**src/rtl/rx_sync_ctrl.sv**
```systemverilog
// Symbol-lock controller for the RX lane K28.5 detector stage.
// Hunts for evenly spaced COMs, declares/drops lock and forwards non-SKP symbols while locked.
module rx_sync_ctrl #(
  parameter int unsigned MAX_GAP   = 16,
  parameter int unsigned LOCK_CNT  = 4,
  parameter int unsigned ERR_LIMIT = 3,
  parameter logic [7:0]  SKP_SYM   = 8'h1C
) (
  input  logic       clk,
  input  logic       rst,
  input  logic       enb,
  input  logic       k285,
  input  logic       rx_Valid,
  input  logic [7:0] rx_DataS,
  output logic       det_enb,
  output logic       sync_locked,
  output logic       sync_lost,
  output logic [7:0] data_out,
  output logic       data_k,
  output logic       data_valid
);

  localparam int unsigned GAP_W = $clog2(MAX_GAP + 1);
  localparam int unsigned COM_W = $clog2(LOCK_CNT + 1);
  localparam int unsigned ERR_W = $clog2(ERR_LIMIT + 1);

  typedef enum logic [1:0] {
    S_IDLE   = 2'd0,
    S_WAIT   = 2'd1,
    S_CHECK  = 2'd2,
    S_LOCKED = 2'd3
  } state_e;

  state_e             state_q, state_d;
  logic [GAP_W-1:0]   gap_q, gap_d;
  logic [COM_W-1:0]   com_q, com_d;
  logic [ERR_W-1:0]   err_q, err_d;
  logic [7:0]         d1_q, d1_d;
  logic               v1_q, v1_d;
  logic               det_enb_q, det_enb_d;
  logic               sync_locked_q, sync_locked_d;
  logic               sync_lost_q, sync_lost_d;
  logic [7:0]         data_out_q, data_out_d;
  logic               data_k_q, data_k_d;
  logic               data_valid_q, data_valid_d;

  logic               timeout;
  logic [COM_W-1:0]   com_inc;
  logic [ERR_W-1:0]   err_inc;
  logic               com_hit;
  logic               err_hit;

  // A coincident k285 always beats the gap limit; WAIT never times out.
  assign timeout = enb && !k285 && (gap_q == GAP_W'(MAX_GAP)) &&
                   ((state_q == S_CHECK) || (state_q == S_LOCKED));
  assign com_inc = com_q + COM_W'(1);
  assign err_inc = err_q + ERR_W'(1);
  assign com_hit = (com_inc == COM_W'(LOCK_CNT));
  assign err_hit = (err_inc == ERR_W'(ERR_LIMIT));

  // State register
  always_ff @(posedge clk or negedge rst) begin
    if (!rst) begin
      state_q <= S_IDLE;
    end else begin
      state_q <= state_d;
    end
  end

  // Next-state logic; com_q is zero in WAIT so com_hit also covers LOCK_CNT == 1
  always_comb begin
    state_d = state_q;
    if (enb) begin
      case (state_q)
        S_IDLE:   state_d = S_WAIT;
        S_WAIT:   if (k285) state_d = com_hit ? S_LOCKED : S_CHECK;
        S_CHECK: begin
          if (k285 && com_hit) state_d = S_LOCKED;
          else if (timeout)    state_d = S_WAIT;
        end
        S_LOCKED: if (timeout && err_hit) state_d = S_WAIT;
        default:  state_d = S_IDLE;
      endcase
    end
  end

  // Counters, input stage and registered outputs
  always_comb begin
    gap_d         = gap_q;
    com_d         = com_q;
    err_d         = err_q;
    d1_d          = d1_q;
    v1_d          = v1_q;
    det_enb_d     = 1'b0;
    sync_lost_d   = 1'b0;
    data_valid_d  = 1'b0;
    sync_locked_d = sync_locked_q;
    data_out_d    = data_out_q;
    data_k_d      = data_k_q;
    if (enb) begin
      d1_d          = rx_DataS;
      v1_d          = rx_Valid;
      data_out_d    = d1_q;
      data_k_d      = v1_q;
      data_valid_d  = (state_q == S_LOCKED) && !(v1_q && (d1_q == SKP_SYM));
      det_enb_d     = (state_d != S_IDLE);
      sync_locked_d = (state_d == S_LOCKED);
      sync_lost_d   = (state_q == S_LOCKED) && (state_d == S_WAIT);

      if (k285 || timeout || (state_q == S_IDLE)) gap_d = '0;
      else                                        gap_d = gap_q + GAP_W'(1);

      case (state_q)
        S_WAIT, S_CHECK: begin
          if (k285)         com_d = com_inc;
          else if (timeout) com_d = '0;
        end
        S_LOCKED: begin
          if (k285) begin
            err_d = '0;
          end else if (timeout) begin
            if (err_hit) begin
              err_d = '0;
              com_d = '0;
            end else begin
              err_d = err_inc;
            end
          end
        end
        default: ;
      endcase

      if ((state_q != S_LOCKED) && (state_d == S_LOCKED)) err_d = '0;
    end
  end

  // Datapath and output registers
  always_ff @(posedge clk or negedge rst) begin
    if (!rst) begin
      gap_q         <= '0;
      com_q         <= '0;
      err_q         <= '0;
      d1_q          <= 8'h00;
      v1_q          <= 1'b0;
      det_enb_q     <= 1'b0;
      sync_locked_q <= 1'b0;
      sync_lost_q   <= 1'b0;
      data_out_q    <= 8'h00;
      data_k_q      <= 1'b0;
      data_valid_q  <= 1'b0;
    end else begin
      gap_q         <= gap_d;
      com_q         <= com_d;
      err_q         <= err_d;
      d1_q          <= d1_d;
      v1_q          <= v1_d;
      det_enb_q     <= det_enb_d;
      sync_locked_q <= sync_locked_d;
      sync_lost_q   <= sync_lost_d;
      data_out_q    <= data_out_d;
      data_k_q      <= data_k_d;
      data_valid_q  <= data_valid_d;
    end
  end

  assign det_enb     = det_enb_q;
  assign sync_locked = sync_locked_q;
  assign sync_lost   = sync_lost_q;
  assign data_out    = data_out_q;
  assign data_k      = data_k_q;
  assign data_valid  = data_valid_q;

endmodule

```
**config.mk**
```make
export PLATFORM = sky130hd
export DESIGN_NAME = rx_sync_ctrl
export DESIGN_NICKNAME = d
export VERILOG_FILES = /design/src/rtl/rx_sync_ctrl.sv
export SDC_FILE = /design/constraint.sdc
export NUM_CORES = 1
export LEC_CHECK = 0
export BUFFER_PORTS_ARGS = -buffer_cell sky130_fd_sc_hd__buf_2
export CORE_MARGIN = 2
export CORE_UTILIZATION = 40
export DETAILED_ROUTE_END_ITERATION = 16
export HOLD_SLACK_MARGIN = 0.08
export MAX_ROUTING_LAYER = met4
export SYNTH_ARGS = -nofsm -noshare
export SYNTH_HDL_FRONTEND = slang
export SYNTH_SLANG_ARGS = --single-unit
```
**constraint.sdc**
```tcl
create_clock -name clk -period 1.8 [get_ports clk]
set_input_delay 0.36 -clock clk [delete_from_list [all_inputs] [get_ports clk]]
set_output_delay 0.36 -clock clk [all_outputs]
set_load 0.01 [all_outputs]
```
After elaboration in Yosys (flattened, before gate mapping)
Cells that the tools add are included.
{"block": "totals", "elab_cells": 73, "inputBits": 13, "out_inout_bits": 13, "regBits": 34}
{"block": "classes", "n_mux": 22, "n_reduce_logical": 22, "n_eq_ne": 14, "n_addsub": 3}
{"cell": "2-bit two-way mux", "n": 10}
{"cell": "3-bit two-way mux", "n": 5}
{"cell": "1-bit logical AND", "n": 9}
{"cell": "2-bit == test (second input constant)", "n": 4}
{"cell": "8-bit by 5-bit == test with 1-bit output (second input constant)", "n": 1}
{"cell": "2-bit inequality test (second input constant)", "n": 4}
{"cell": "2-bit case mux with 4 select lines", "n": 1}
{"cell": "3-bit case mux with 2 select lines", "n": 1}
{"cell": "6-bit AND reduction", "n": 1}
{"cell": "2-bit nonzero test", "n": 3}
{"cell": "5-bit by 1-bit adder with 5-bit output (second input constant)", "n": 1}
{"cell": "5-bit == test (second input constant)", "n": 1}
{"cell": "5-bit two-way mux", "n": 1}
{"cell": "2-bit by 1-bit == test with 1-bit output (second input constant)", "n": 2}
{"cell": "1-bit two-way mux", "n": 4}
{"cell": "3-bit by 1-bit adder with 3-bit output (second input constant)", "n": 1}
{"cell": "3-bit == test (second input constant)", "n": 1}
{"cell": "1-bit logical OR", "n": 3}
{"cell": "3-bit inequality test (second input constant)", "n": 1}
{"cell": "3-bit AND reduction", "n": 1}
{"cell": "3-bit nonzero test", "n": 1}
{"cell": "2-bit by 1-bit adder with 2-bit output (second input constant)", "n": 1}
{"cell": "1-bit logical NOT", "n": 2}
{"cell": "2-bit logical NOT", "n": 1}
{"cell": "2-bit OR reduction", "n": 1}

Logic depth before layout (Yosys ltp)
{"block": "depth", "word_depth": 12, "depth_mapped": 6, "ltp_nobuf": 6}

Least setup slack after synthesis
Ideal clock, no wire load.
{"block": "synth_timing", "path_kind": "reg-to-reg", "from": "register state_q[1]", "to": "register sync_locked_q (netlist: sync_locked)", "stages_incl_launch_ff": 7, "t_required_ns": 1.734, "t_arrival_ns": 1.584, "path_slack_ns": 0.150, "cell_sequence": "dfrtp_1 > ha_1 > buf_6 > a211oi_1 > or3_4 > a211oi_4 > a22o_1"}
{"block": "synth_between", "elab_chain_len": 8}
{"element": "from (decl)", "line": "34", "rtl": "state_e state_q, state_d;"}
{"element": "from (signal assigned)", "line": "66", "rtl": "state_q <= state_d;"}
{"element": "2-bit == test", "line": "55, 74"}
{"element": "1-bit logical OR", "line": "55", "rtl": "((state_q == S_CHECK) || (state_q == S_LOCKED));"}
{"element": "1-bit logical AND", "line": "54", "rtl": "assign timeout = enb && !k285 && (gap_q == GAP_W'(MAX_GAP)) &&"}
{"element": "2-bit two-way mux / 1-bit logical AND (equally long branches)", "line": "79, 81"}
{"element": "2-bit two-way mux (on tied branches)", "line": "78, 81"}
{"element": "2-bit case mux with 4 select lines", "line": "74", "rtl": "case (state_q)"}
{"element": "2-bit two-way mux *", "line": "73", "rtl": "if (enb) begin"}
{"element": "2-bit == test *", "line": "107", "rtl": "sync_locked_d = (state_d == S_LOCKED);"}
{"element": "to (signal assigned)", "line": "158", "rtl": "sync_locked_q <= sync_locked_d;"}
{"element": "to (decl)", "line": "41", "rtl": "logic sync_locked_q, sync_locked_d;"}
Every way passes the cells marked *; elsewhere a longest branch is shown, timed or not.
A chain may end at the register's enable or synchronous reset.

Worst setup path in the final report
{"block": "layout_timing", "from": "register com_q[0]", "to": "register det_enb_q (netlist: det_enb)"}
{"block": "layout_between", "elab_chain_len": 8}
{"element": "from (decl)", "line": "36", "rtl": "logic [COM_W-1:0] com_q, com_d;"}
{"element": "from (signal assigned)", "line": "153", "rtl": "com_q <= com_d;"}
{"element": "3-bit by 1-bit adder with 3-bit output *", "line": "56", "rtl": "assign com_inc = com_q + COM_W'(1);"}
{"element": "3-bit == test *", "line": "58", "rtl": "assign com_hit = (com_inc == COM_W'(LOCK_CNT));"}
{"element": "1-bit two-way mux / 1-bit logical AND (equally long branches)", "line": "76, 78"}
{"element": "2-bit two-way mux (on tied branches)", "line": "76, 78"}
{"element": "2-bit case mux with 4 select lines *", "line": "74"}
{"element": "2-bit two-way mux *", "line": "73"}
{"element": "2-bit nonzero test *", "line": "106", "rtl": "det_enb_d = (state_d != S_IDLE);"}
{"element": "1-bit two-way mux *", "line": "100", "rtl": "if (enb) begin"}
{"element": "via det_enb_d", "line": "40", "rtl": "logic det_enb_q, det_enb_d;"}
{"element": "to (signal assigned)", "line": "157", "rtl": "det_enb_q <= det_enb_d;"}
{"element": "to (decl)", "line": "40"}
The timed path passes the listed nets; every way through them passes the cells marked *.

==> impl_metrics.yaml <==
status:
  status: "complete, no violations"
finish:
  fin_nets: 199
  fin_util: 0.5236
  syn_to_final_growth_pct: 25.07
  layout.cells.non_filler: 229
  drive_gt1_frac: 0.4469
  antenna_cells: 0
  final_cell_mix: "32 x dfrtp_1, 25 x buf_2, 20 x mux2_2"
  layout_commonest_cell: "dfrtp_1"
power_and_ir_drop:
  clkPwrFrac: 0.313
  combPwrFrac: 0.316
  switching_share: 0.3105
  p_leak_uw: 0.0009656
  p_int_uw: 1872
  p_seq_frac: 0.371
  powerDensity_nw_per_um2: 1287
  report.power.total_uw: 2715
  ir_drop_v: 0.0006121
  power.switching_uw: 842.9
floorplanning:
  dieArea_um2: 4752
  row_count: 23
  die_w_um: 68.94
  core_area_um2: 4029
  ioPinCount: 26
  initial_utilization: 0.4186
  die_y_um: 68.94
setup_path:
  cp_data_arrival_time_ps: 1870
  path_max_fanout: 3
  cp.required_ps: 1980
  endpoint_kind: "flip-flop"
  reg2reg_depth: 6
  worst-r2r-setup-slack_ps: 110
  crit_type: "reg2reg"
  r2r-end: "det_enb"
  regToRegStartpoint: "com_q[0]"
  cp-start-kind: "flip-flop"
clocking:
  cts_hold_buf: 0
  tritoncts: "built"
  post_cts_buffers: 0
  clk_pin_slew_worst_paths_ps: 70
  cts_max_level: 2
  clk_latency_ps: 290
  cts.path.max_buffers: 2
  cts_buffers: 5
  cts_sinks: 34
  cts_root_buf: "clkbuf_8"
grt:
  grt_pass1_vias: 1266
  antenna_found_initial: 0
  grt_usage: 0.1787
  grt_max_degree: 35
  grt_overflow: 0
  grt_pass1_wl_um: 5934
yosys:
  syn_area_per_cell_um2: 12.13
  synth_area_um2: 1687
  synthesis.nets: 160
  ys_seq_area_frac: 0.5045
  yosysWarnings: 0
  synth-seq-cells: 34
  synth_cells: 139
  ys_types: 37
timing:
  min_period_ps: 1691
  maxSlewHeadroom: 0.7058
  holdWs_ps: 98.94
  fmax_mhz: 591.4
  rsz0062_at_grt: "no"
  fin_crit_sh: 0.9394
  tightest_slew_ps: 441.3
  hold_viol_final: 0
  clock_skew_ps: 3.081
  drv_slew: 0
  setup_tns_ps: 0
  setup_viol: 0
job:
  cap_viol_max_count: 0
placement:
  dpl.cell_count: 221
  dp_hpwl_um: 2592
  gp_congestion: 0.9112
  io_buffers: 25
route:
  drc: 0
  drt_wl_total_um: 3598
  vias: 1224
  antenna_left: 0
  drt_iter0_markers: 58
  wl_per_cell_um: 15.71
  drt_pre_antenna_iters: 4
  via_per_inst: 5.345
worst_hold_path:
  holdCritPathClass: "in2async"
## flip-flops by register name, indices dropped and copies added (netlist names)
name / flops
d1_q: 8
data_out: 8
gap_q: 5
com_q: 3
err_q: 2
state_q: 2
data_k: 1
data_valid: 1
det_enb: 1
sync_locked: 1
sync_lost: 1
v1_q: 1
## cells in the mapped netlist
cell / n / area share
buf_2: 3 / 0.0089
a22oi_1: 1 / 0.0045
a21oi_1: 5 / 0.015
a41oi_1: 2 / 0.010
ha_1: 8 / 0.059
nor3_1: 2 / 0.0059
o31a_1: 1 / 0.0052
nand2b_1: 5 / 0.019
a22o_1: 2 / 0.010
o22ai_1: 1 / 0.0037
nor3_2: 1 / 0.0059
a21o_2: 2 / 0.010
nor2_1: 10 / 0.022
a211oi_4: 1 / 0.012
o21ai_0: 1 / 0.0030
and4b_1: 1 / 0.0059
and4bb_2: 1 / 0.0074
a221oi_1: 2 / 0.010
or3_4: 1 / 0.0067
a211oi_1: 2 / 0.0089
mux2i_1: 2 / 0.012
nor4_1: 1 / 0.0037
nand2_1: 6 / 0.013
a21o_1: 1 / 0.0045
inv_1: 6 / 0.013
mux2_2: 20 / 0.13
or3b_2: 1 / 0.0052
nand4_1: 2 / 0.0074
nor2b_1: 2 / 0.0074
a31oi_1: 3 / 0.011
xor2_1: 3 / 0.016
nor4bb_1: 1 / 0.0059
buf_4: 1 / 0.0045
nand4bb_1: 1 / 0.0067
o41ai_1: 2 / 0.010
dfrtp_1: 34 / 0.50
buf_6: 1 / 0.0067
## what timing repair did
action	4_1_cts	5_1_grt
endpoints found under the setup margin	1	6
gates resized for setup	1	10
pin swaps	0	1
gates cloned	0	0
endpoints found under the hold margin	0	0
## worst max-delay path: stages, from the launching register on
cell	delay (ps)
dfrtp_1	390
ha_1	200
ha_1	210
mux2_2	300
a21oi_2	170
o21ai_1	110
a21o_2	220
## through the flow
step / instance area, µm² / setup slack [ps]
final: 2110 / 109.1
after global routing: 2110 / 17.44
after CTS: 2071 / 8.232
after detailed placement: 1931 / 15.58
after global placement: 1931 / 61.20
after floorplan: 1687 / 150.2
## logic make-up (layout without fill, tap and decap cells)
group,Yosys count,count (layout),share of synthesized area
compound gates,26,26,0.1194
xor+xnor,3,3,0.01558
simple gates,35,35,0.1224
fa+ha+maj,8,8,0.05935
mux,22,22,0.1454
buf+inv,11,51,0.03338
flops,34,34,0.5045
## routing by layer
layer / GRT usage / wire (µm)
met5: - / 0
met4: 0.07843 / 65
met3: 0.04870 / 128
met2: 0.2873 / 1827
met1: 0.2100 / 1577
## final cells by class
type	instances	area, µm²
Tap cell	50	62.56
Sequential cell	34	853.3
Fill cell	376	1919
Clock buffer	5	68.82
Inverter	6	22.52
Timing Repair Buffer	37	215.2
Clock inverter	3	68.82
Multi-Input combinational cell	94	818.3
## power groups by stage
stage | Sequential, µW | Combinational (µW) | Clock [µW]
after global routing | 1030 | 955 | 912
after CTS | 998 | 813 | 869
after global placement | 998 | 786 | 0
after detailed placement | 1010 | 794 | 0
after floorplan | 1020 | 528 | 0
final | 1010 | 857 | 849
## worst max path at each step
stage | from | end | slack (ps) | depth (start not counted)
4_1_cts | state_q[0] | sync_locked | 8 | 6
3_5_place_dp | com_q[0] | det_enb | 20 | 6
6_report | com_q[0] | det_enb | 110 | 6
2_1_floorplan | state_q[1] | sync_locked | 150 | 6
3_3_place_gp | com_q[0] | det_enb | 60 | 6
5_1_grt | com_q[0] | det_enb | 20 | 6
Power figures use the tool's default switching activity.
